### config.mk
export PLATFORM = sky130hd
export DESIGN_NAME = catv_prefetch_buffer
export DESIGN_NICKNAME = d
export VERILOG_FILES = /design/src/rtl/catv_pkg.sv /design/src/rtl/catv_fetch_fifo.sv /design/src/rtl/catv_prefetch_buffer.sv
export SDC_FILE = /design/constraint.sdc
export NUM_CORES = 1
export LEC_CHECK = 0
export ABC_AREA = 1
export ABC_CLOCK_PERIOD_IN_PS = 1900
export BUFFER_PORTS_ARGS = -buffer_cell sky130_fd_sc_hd__buf_4
export CORE_MARGIN = 5
export CORE_UTILIZATION = 54
export DETAILED_ROUTE_END_ITERATION = 10
export PLACE_DENSITY = 0.82
export SLEW_MARGIN = 20
export SYNTH_ARGS = -nofsm -noshare
export SYNTH_HDL_FRONTEND = slang
export SYNTH_SLANG_ARGS = --single-unit
### constraint.sdc
create_clock -name clk -period 1.9 [get_ports clk]
set_clock_uncertainty 0.15 [all_clocks]
set_input_delay 0.38 -clock clk [delete_from_list [all_inputs] [get_ports clk]]
set_output_delay 0.38 -clock clk [all_outputs]
set_load 0.005 [all_outputs]
### src/rtl/catv_pkg.sv
// Shared types and constants for the catv_riscv instruction fetch path.
package catv_pkg;

    localparam int unsigned XLEN       = 32;
    localparam int unsigned INSN_BYTES = 4;

    // Clears the byte-offset bits of a redirect target
    localparam logic [XLEN-1:0] WORD_MASK = ~XLEN'(INSN_BYTES - 1);

    typedef struct packed {
        logic [XLEN-1:0] addr;
        logic [XLEN-1:0] insn;
    } fetch_entry_t;

    typedef enum logic {
        FETCH_IDLE = 1'b0,
        FETCH_RUN  = 1'b1
    } fetch_state_e;

endpackage

### src/rtl/catv_fetch_fifo.sv
// Synchronous FIFO of fetched {pc, insn} entries; flush overrides push and pop.
module catv_fetch_fifo
    import catv_pkg::*;
#(
    parameter  int unsigned DEPTH = 4,
    localparam int unsigned CW    = $clog2(DEPTH) + 1
) (
    input  logic         clk,
    input  logic         rst_n,
    input  logic         push,
    input  logic         pop,
    input  logic         flush,
    input  fetch_entry_t wdata,
    output fetch_entry_t rdata,
    output logic         full,
    output logic         empty,
    output logic [CW-1:0] count
);

    localparam int unsigned AW = $clog2(DEPTH);

    fetch_entry_t  r_mem [DEPTH];
    logic [AW-1:0] r_rd_ptr;
    logic [AW-1:0] r_wr_ptr;
    logic [CW-1:0] r_count;
    logic          w_push;
    logic          w_pop;

    assign empty = (r_count == '0);
    assign full  = (r_count == CW'(DEPTH));
    assign count = r_count;
    assign rdata = r_mem[r_rd_ptr];

    // A pop frees the head slot, so push at full is legal in the same cycle
    assign w_pop  = pop && !empty && !flush;
    assign w_push = push && (!full || w_pop) && !flush;

    always_ff @(posedge clk or negedge rst_n) begin
        if (!rst_n) begin
            r_rd_ptr <= '0;
            r_wr_ptr <= '0;
            r_count  <= '0;
        end else if (flush) begin
            r_rd_ptr <= '0;
            r_wr_ptr <= '0;
            r_count  <= '0;
        end else begin
            if (w_push) begin
                r_wr_ptr <= r_wr_ptr + AW'(1);
            end
            if (w_pop) begin
                r_rd_ptr <= r_rd_ptr + AW'(1);
            end
            case ({w_push, w_pop})
                2'b10:   r_count <= r_count + CW'(1);
                2'b01:   r_count <= r_count - CW'(1);
                default: r_count <= r_count;
            endcase
        end
    end

    // Storage is reset so the head reads as zero out of reset
    always_ff @(posedge clk or negedge rst_n) begin
        if (!rst_n) begin
            for (int unsigned i = 0; i < DEPTH; i++) begin
                r_mem[i] <= '0;
            end
        end else if (w_push) begin
            r_mem[r_wr_ptr] <= wdata;
        end
    end

endmodule

### src/rtl/catv_prefetch_buffer.sv
// Instruction fetch stage: sequential bus requests, response buffering,
// decode handshake and redirect flush.
module catv_prefetch_buffer
    import catv_pkg::*;
#(
    parameter int unsigned     DEPTH     = 4,
    parameter logic [XLEN-1:0] BOOT_ADDR = 32'h0000_0180
) (
    input  logic            clk,
    input  logic            rst_n,
    input  logic            branch_i,
    input  logic [XLEN-1:0] branch_addr_i,
    output logic            fetch_valid_o,
    input  logic            fetch_ready_i,
    output logic [XLEN-1:0] fetch_insn_o,
    output logic [XLEN-1:0] fetch_addr_o,
    output logic [XLEN-1:0] insn_addr_o,
    output logic            insn_valid_o,
    input  logic            insn_ready_i,
    input  logic [XLEN-1:0] insn_data_i,
    input  logic            insn_rvalid_i
);

    localparam int unsigned CW = $clog2(DEPTH) + 1;

    fetch_state_e    r_state;
    fetch_state_e    w_state_next;
    logic [XLEN-1:0] r_pc;
    logic [XLEN-1:0] r_req_addr;
    logic            r_outstanding;

    logic            w_accept;
    logic            w_push;
    logic            w_pop;
    logic            w_full;
    logic            w_empty;
    logic [CW-1:0]   w_count;
    logic [CW-1:0]   w_inflight;
    fetch_entry_t    w_wdata;
    fetch_entry_t    w_head;

    // State register
    always_ff @(posedge clk or negedge rst_n) begin
        if (!rst_n) begin
            r_state <= FETCH_IDLE;
        end else begin
            r_state <= w_state_next;
        end
    end

    // Next state: leave IDLE on the first edge after reset, then stay in RUN
    always_comb begin
        w_state_next = r_state;
        unique case (r_state)
            FETCH_IDLE: w_state_next = FETCH_RUN;
            FETCH_RUN:  w_state_next = FETCH_RUN;
            default:    w_state_next = FETCH_IDLE;
        endcase
    end

    // Buffered entries plus the one possible in-flight response bound the issue
    assign w_inflight = w_count + CW'(r_outstanding);

    // Output decode
    always_comb begin
        insn_valid_o = 1'b0;
        unique case (r_state)
            FETCH_RUN: insn_valid_o = !branch_i && (w_inflight < CW'(DEPTH));
            default:   insn_valid_o = 1'b0;
        endcase
    end

    assign w_accept    = insn_valid_o && insn_ready_i;
    assign insn_addr_o = r_pc;

    always_ff @(posedge clk or negedge rst_n) begin
        if (!rst_n) begin
            r_pc          <= BOOT_ADDR;
            r_req_addr    <= BOOT_ADDR;
            r_outstanding <= 1'b0;
        end else begin
            r_outstanding <= w_accept;
            if (w_accept) begin
                r_req_addr <= r_pc;
            end
            if (branch_i) begin
                r_pc <= branch_addr_i & WORD_MASK;
            end else if (w_accept) begin
                r_pc <= r_pc + XLEN'(INSN_BYTES);
            end
        end
    end

    // A redirect voids both the response and the decode handshake of its cycle
    assign w_push  = insn_rvalid_i && r_outstanding && !branch_i;
    assign w_pop   = fetch_valid_o && fetch_ready_i && !branch_i;
    assign w_wdata = '{addr: r_req_addr, insn: insn_data_i};

    catv_fetch_fifo #(
        .DEPTH (DEPTH)
    ) u_fifo (
        .clk   (clk),
        .rst_n (rst_n),
        .push  (w_push),
        .pop   (w_pop),
        .flush (branch_i),
        .wdata (w_wdata),
        .rdata (w_head),
        .full  (w_full),
        .empty (w_empty),
        .count (w_count)
    );

    assign fetch_valid_o = !w_empty;
    assign fetch_insn_o  = w_head.insn;
    assign fetch_addr_o  = w_head.addr;

    a_no_orphan_rvalid: assert property (@(posedge clk) disable iff (!rst_n)
        insn_rvalid_i |-> r_outstanding);

    a_no_overflow: assert property (@(posedge clk) disable iff (!rst_n)
        w_push |-> (!w_full || w_pop));

endmodule
# Word level (Yosys, flattened, before mapping)
# Cells that the tools add are included.
# totals
reg_bits	329
wordCells	65
out_inout_bits	98
# classes
n_mux	15
magnitude_cmp	4
addsub	6
n_reduce_logical	20
bitwise_logic	2
n_eq_ne	3
# op_table
cell	n
256-bit bitwise mux	1
64-bit 2-to-1 mux	3
64-bit binary-select mux with 2-bit select	1
64-bit demux with 2-bit select	1
32-bit 2-to-1 mux	2
32-bit by 3-bit adder with 32-bit output (second input constant)	1
1-bit logical AND	11
2-bit 2-to-1 mux	4
3-bit greater-or-equal comparator (second input constant)	2
2-bit inverter with 3-bit output	2
3-bit case mux with 2 select lines	1
2-bit nonzero test	3
2-bit by 1-bit adder with 2-bit output (second input constant)	2
3-bit by 1-bit adder with 3-bit output	1
3-bit by 1-bit adder with 3-bit output (second input constant)	1
3-bit == test (second input constant)	1
1-bit zero test	3
3-bit zero test	1
3-bit by 1-bit less-than comparator with 1-bit output (second input constant)	1
3-bit less-than comparator (second input constant)	1
3-bit 2-to-1 mux	1
3-bit nonzero test	1
3-bit by 1-bit subtractor with 3-bit output (second input constant)	1
2-bit by 1-bit == test with 1-bit output (second input constant)	1
3 further kinds	3

# Depth between registers and ports, before layout
# depth
ltp_word	12
ltp_mapped	11
mapped_depth_nobuf	10

# Cells and area by module
# Synthesis repeated with hierarchy kept, for this count alone.
# hier_totals
hier_cells	2034
area_unflattened_um2	15703.8
# by_module_without_submodules
module	area_each_um2	instances	cells_per_inst
catv_fetch_fifo	12160.4	1	1535
catv_prefetch_buffer	3543.4	1	499

# Least setup slack after synthesis
# No wires, ideal clock.
# synth_path
path_type	register to register
from	register u_fifo.r_count[0], in the netlist u_fifo.count[0]
to	register u_fifo.r_count[2], in the netlist u_fifo.count[2]
required_time_ps	1633
setup_time_ps	117
arrival_ps	1641
slack_ps	-7
stages_incl_launch_ff	10
path_cell_list	dfrtp_1 > nor2_4 > nand2_1 > nand4_1 > inv_1 > fa_1 > xnor2_1 > xor2_1 > nand2_1 > nand2_1
# synth_between
elab_chain_len	12
elab_cells_between_ends	18
cone_classes	add/sub (2); eq/ne (3); mux (2); reduce/logical (11)
# synth_rtl
item	line	rtl
from (decl)	catv_fetch_fifo.sv:25	logic [CW-1:0] r_count;
from (signal assigned)	catv_fetch_fifo.sv:55	2'b10: r_count <= r_count + CW'(1);
from (signal assigned)	catv_fetch_fifo.sv:56	2'b01: r_count <= r_count - CW'(1);
from (signal assigned)	catv_fetch_fifo.sv:57	default: r_count <= r_count;
3-bit zero test (*)	catv_fetch_fifo.sv:29	assign empty = (r_count == '0);
1-bit zero test (*)	catv_prefetch_buffer.sv:114	assign fetch_valid_o = !w_empty;
named net fetch_valid_o	catv_prefetch_buffer.sv:13	output logic fetch_valid_o,
1-bit logical AND (2 in series)	catv_prefetch_buffer.sv:96	assign w_pop = fetch_valid_o && fetch_ready_i && !branch_i;
1-bit logical AND (*) (2 in series)	catv_fetch_fifo.sv:35	assign w_pop = pop && !empty && !flush;
1-bit logical OR	catv_fetch_fifo.sv:36	assign w_push = push && (!full || w_pop) && !flush;
1-bit logical AND (2 in series)	catv_fetch_fifo.sv:36	
2-bit by 1-bit == test with 1-bit output / 2-bit == test (equally long branches)	catv_fetch_fifo.sv:54	case ({w_push, w_pop})
3-bit case mux with 2 select lines	catv_fetch_fifo.sv:54	
3-bit 2-to-1 mux	catv_fetch_fifo.sv:43	end else if (flush) begin
# The timed path passes the listed nets; every way through them passes the cells marked *.
# A chain may end at the register's enable or synchronous reset.

# Final worst setup path
# layout_path
from	register u_fifo.r_rd_ptr[0]
to	output fetch_addr_o[20]
# layout_between
elab_chain_len	4
# layout_rtl
item	line	rtl
from (decl)	catv_fetch_fifo.sv:23	logic [AW-1:0] r_rd_ptr;
from (signal assigned)	catv_fetch_fifo.sv:52	r_rd_ptr <= r_rd_ptr + AW'(1);
2-bit inverter with 3-bit output (not written as such)	catv_fetch_fifo.sv:32	assign rdata = r_mem[r_rd_ptr];
64-bit binary-select mux with 2-bit select	catv_fetch_fifo.sv:32	
64-bit 2-to-1 mux (not written as such) (2 in series)	catv_fetch_fifo.sv:32	
to (decl)	catv_prefetch_buffer.sv:16	output logic [XLEN-1:0] fetch_addr_o,
# Every way passes these cells. The select of a mux whose other input is x is not followed.

==> flow_summary_export.csv <==
group,metric,value,unit
logic_synthesis,synth_top_family_by_area,"simple AND/OR/NAND/NOR gates",
logic_synthesis,synthAdderAreaFrac,0.00527,
global_routing,grt_start_max_net_pins,72,
timing,timing.final.crit_share,1.28,
critical_path,cp_data_required_time,1.37,ns
cells_and_area,fin_nets,2291,
floorplan,die_h,180,um
placed_design,dp_hpwl,28200,um
floorplan,rows,62,
logic_synthesis,syn_inst,2003,
global_routing,gr-total-overflow,0,
drt,vias,15100,
power_and_ir_drop,p_leak,0.0105,uW
clock_network,numCtsBuffers,36,
cells_and_area,fin_cells,2624,
logic_synthesis,ys_types,34,
clock_network,htree_levels,2,
critical_path,crit_slowest_cell,"dfrtp_4",
drt,drt-initial-drc-count,1521,
global_routing,grt_pass1_vias,14900,
clock_network,clk_latency,0.51,ns
floorplan,initial_core_util,0.546,
critical_path,crit_top_cell,"buf_4",
drt,ant_nets,0,
cells_and_area,final_cell_mix,"nand2_1 (731), dfrtp_1 (309), o21ai_1 (263)",
cells_and_area,nFillCells,2139,
drt,drt-total-wl,47500,um
floorplan,core,28700,um^2
timing,timing.final.ws_setup,-0.532,ns
timing,fmax,411,MHz
timing,drv_slew,0,
placed_design,portBuffers,161,
critical_path,startpoint_type,"register",
timing,grt_setup_unrepaired,"true",
drt,post_drt_wl_per_cell,18.1,um
outcome,status,"complete, but fails checks",
worst_hold_path,hold_path_depth,5,
cells_and_area,area_growth,27.1,%
cells_and_area,layout_commonest_cell,"nand2_1",
global_routing,grt_pass1_wl,75400,um
timing,finalCriticalPeriod,2.43,ns
logic_synthesis,synth_xor_area_frac,0.00503,
drt,via_per_inst,5.75,
critical_path,worst-path-max-fanout,14,
logic_synthesis,synth_warnings,0,
clock_network,clkTransAtPathRegs,0.06,ns
critical_path,crit_buf_inv,4,
floorplan,die_x,180,um
power_and_ir_drop,power_per_cell_area,924,nW/um^2
logic_synthesis,ys_seq_area_frac,0.506,
timing,finalHoldViolations,0,
placed_design,place_congestion,1.01,
logic_synthesis,avgSynthCellArea,7.82,um^2
timing,setup_viol_count_final,65,
global_routing,grt_use_total,0.277,
clock_network,cts_tree,"yes",
critical_path,path_depth,6,
critical_path,worstSetupPathType,"register to primary output",
critical_path,cpPeakStageDelay,0.55,ns
power_and_ir_drop,total_power,18400,uW
critical_path,cp_top_family,"flip-flops",
logic_synthesis,synth_compound_area_frac,0.160,
critical_path,endpoint_kind,"primary output",
logic_synthesis,synth_area,15700,um^2
placed_design,dp_cells,2495,
outcome,violations,"negative setup slack",
critical_path,arrival,1.90,ns
flow_run,drv_cap,0,
clock_network,root_buffer,"clkbuf_16",
critical_path,crit_chain,"clkinv_8 > buf_12 > nor2_2 > o22ai_2 > buf_4 > buf_4",
power_and_ir_drop,ir_worst_vdd,558,uV
drt,drcViolationCount,0,
cells_and_area,drive_gt1_frac,0.185,
worst_hold_path,min_path_type,"primary input to register",
clock_network,clkSinkCount,317,
clock_network,clockBufferDepth,3,
floorplan,io_pins,168,
floorplan,dieArea,32500,um^2
critical_path,worst-r2r-cell-count,10,
logic_synthesis,synth-seq-cells,317,
logic_synthesis,muxShareOfSynthArea,0,
global_routing,antenna_found_initial,0,
logic_synthesis,synth_simple_gate_area_frac,0.248,
drt,first_pass_iters,8,
cells_and_area,antenna_cells,0,
[timing repair]
item	in CTS	in global routing
resized for setup	67	103
setup endpoints to repair	64	76
buffers inserted	7	0
hold buffers	54	0
hold endpoints to repair	344	0
gates cloned	2	3
pin swaps	4	15
[synth_stat cells]
cell / count / area share
nand2_1: 733 / 0.18
dfrtp_1: 313 / 0.50
o21ai_1: 207 / 0.066
o21ai_0: 198 / 0.063
nor2_1: 176 / 0.042
nand3_1: 64 / 0.020
o22ai_1: 62 / 0.025
inv_1: 53 / 0.013
buf_2: 52 / 0.017
clkbuf_1: 50 / 0.012
buf_12: 13 / 0.017
buf_6: 12 / 0.0086
buf_4: 8 / 0.0038
xor2_1: 7 / 0.0039
clkbuf_2: 6 / 0.0019
ha_1: 5 / 0.0040
o211ai_1: 5 / 0.0024
clkinv_1: 4 / 0.00096
dfstp_2: 4 / 0.0067
inv_2: 4 / 0.00096
nand4_1: 4 / 0.0016
nor2_8: 4 / 0.0051
a21oi_1: 3 / 0.00096
o21ai_2: 3 / 0.0017
conb_1: 2 / 0.00048
nor2_4: 2 / 0.0014
xnor2_1: 2 / 0.0011
a21boi_0: 1 / 0.00048
and2_1: 1 / 0.00040
fa_1: 1 / 0.0013
inv_6: 1 / 0.00056
nand2_2: 1 / 0.00040
nand2_4: 1 / 0.00072
nand3_2: 1 / 0.00064
[metrics by stage]
step	util	setup WS, ns	hold WS [ns]	cell area (um^2)	TNS, ns
global route	0.694	-0.573	0.0324	19900	-31.77
global placement	0.608	-0.0976	0.136	17500	-0.101
finish	0.694	-0.532	0.0192	19900	-28.12
CTS	0.683	-0.520	0.00367	19600	-28.22
floorplan	-	0.0120	-0.0656	15700	0
detailed placement	0.608	-0.103	0.134	17500	-0.120
[cell type report]
class / instances / area [um^2] / area share
flip-flops and latches: 317 / 7950 / 0.399
inverters: 62 / 250 / 0.0126
clock buffers: 46 / 1010 / 0.0507
clock inverters: 17 / 323 / 0.0162
multi-input cells: 1486 / 6870 / 0.345
repair buffers: 312 / 3040 / 0.153
well taps: 384 / 480 / 0.0241
[worst reg2reg max path, stage by stage, from the launching register on]
cell and delay (ns):
dfrtp_1 0.41, buf_6 0.13, nor2_4 0.13, nand2_2 0.08
nand4_1 0.11, inv_2 0.06, fa_2 0.36, xnor2_2 0.15
xor2_1 0.16, nand2_1 0.07, nand2_1 0.05
[per-layer routing]
| layer | track usage | share of wire |
|---|---|---|
| met1 | 0.368 | 0.39 |
| met5 | 0 | 0 |
| met2 | 0.458 | 0.49 |
| met4 | 0.106 | 0.028 |
| met3 | 0.0478 | 0.090 |
[power breakdown]
part | internal, uW | total, uW | switching [uW]
clock network | 4980 | 7790 | 2810
logic | 1320 | 2750 | 1430
registers | 7330 | 7880 | 550
[kinds of logic after synthesis]
group / Yosys count
adders and majority gates: 6
other: 2
AOI/OAI and AO/OA: 479
xor gates and xnor gates: 9
buffers and inverters: 203
DFF: 317
and+or+nand+nor: 987
[sequential cells by signal, indices dropped and copies added, names as in the netlist]
name             cells
u_fifo.r_mem       248
u_fifo.count         3
u_fifo.r_wr_ptr      2
insn_addr_o         30
r_outstanding        1
r_req_addr          30
r_state              1
u_fifo.r_rd_ptr      2
[path summary, 6_finish.rpt]
check | start | endpoint | slack, ns
max | u_fifo.r_rd_ptr[0] | fetch_addr_o[20] | -0.53
min | branch_addr_i[20] | insn_addr_o[20] | 0.02
max reg2reg | u_fifo.count[1] | u_fifo.count[2] | -0.07
min reg2reg | u_fifo.r_mem[134] | u_fifo.r_mem[134] | 0.32
max in group asynchronous | rst_n | u_fifo.r_mem[44] | 0.70
min in group asynchronous | rst_n | u_fifo.r_mem[2] | 0.19
Note: power is estimated with default switching activity, not from simulation.
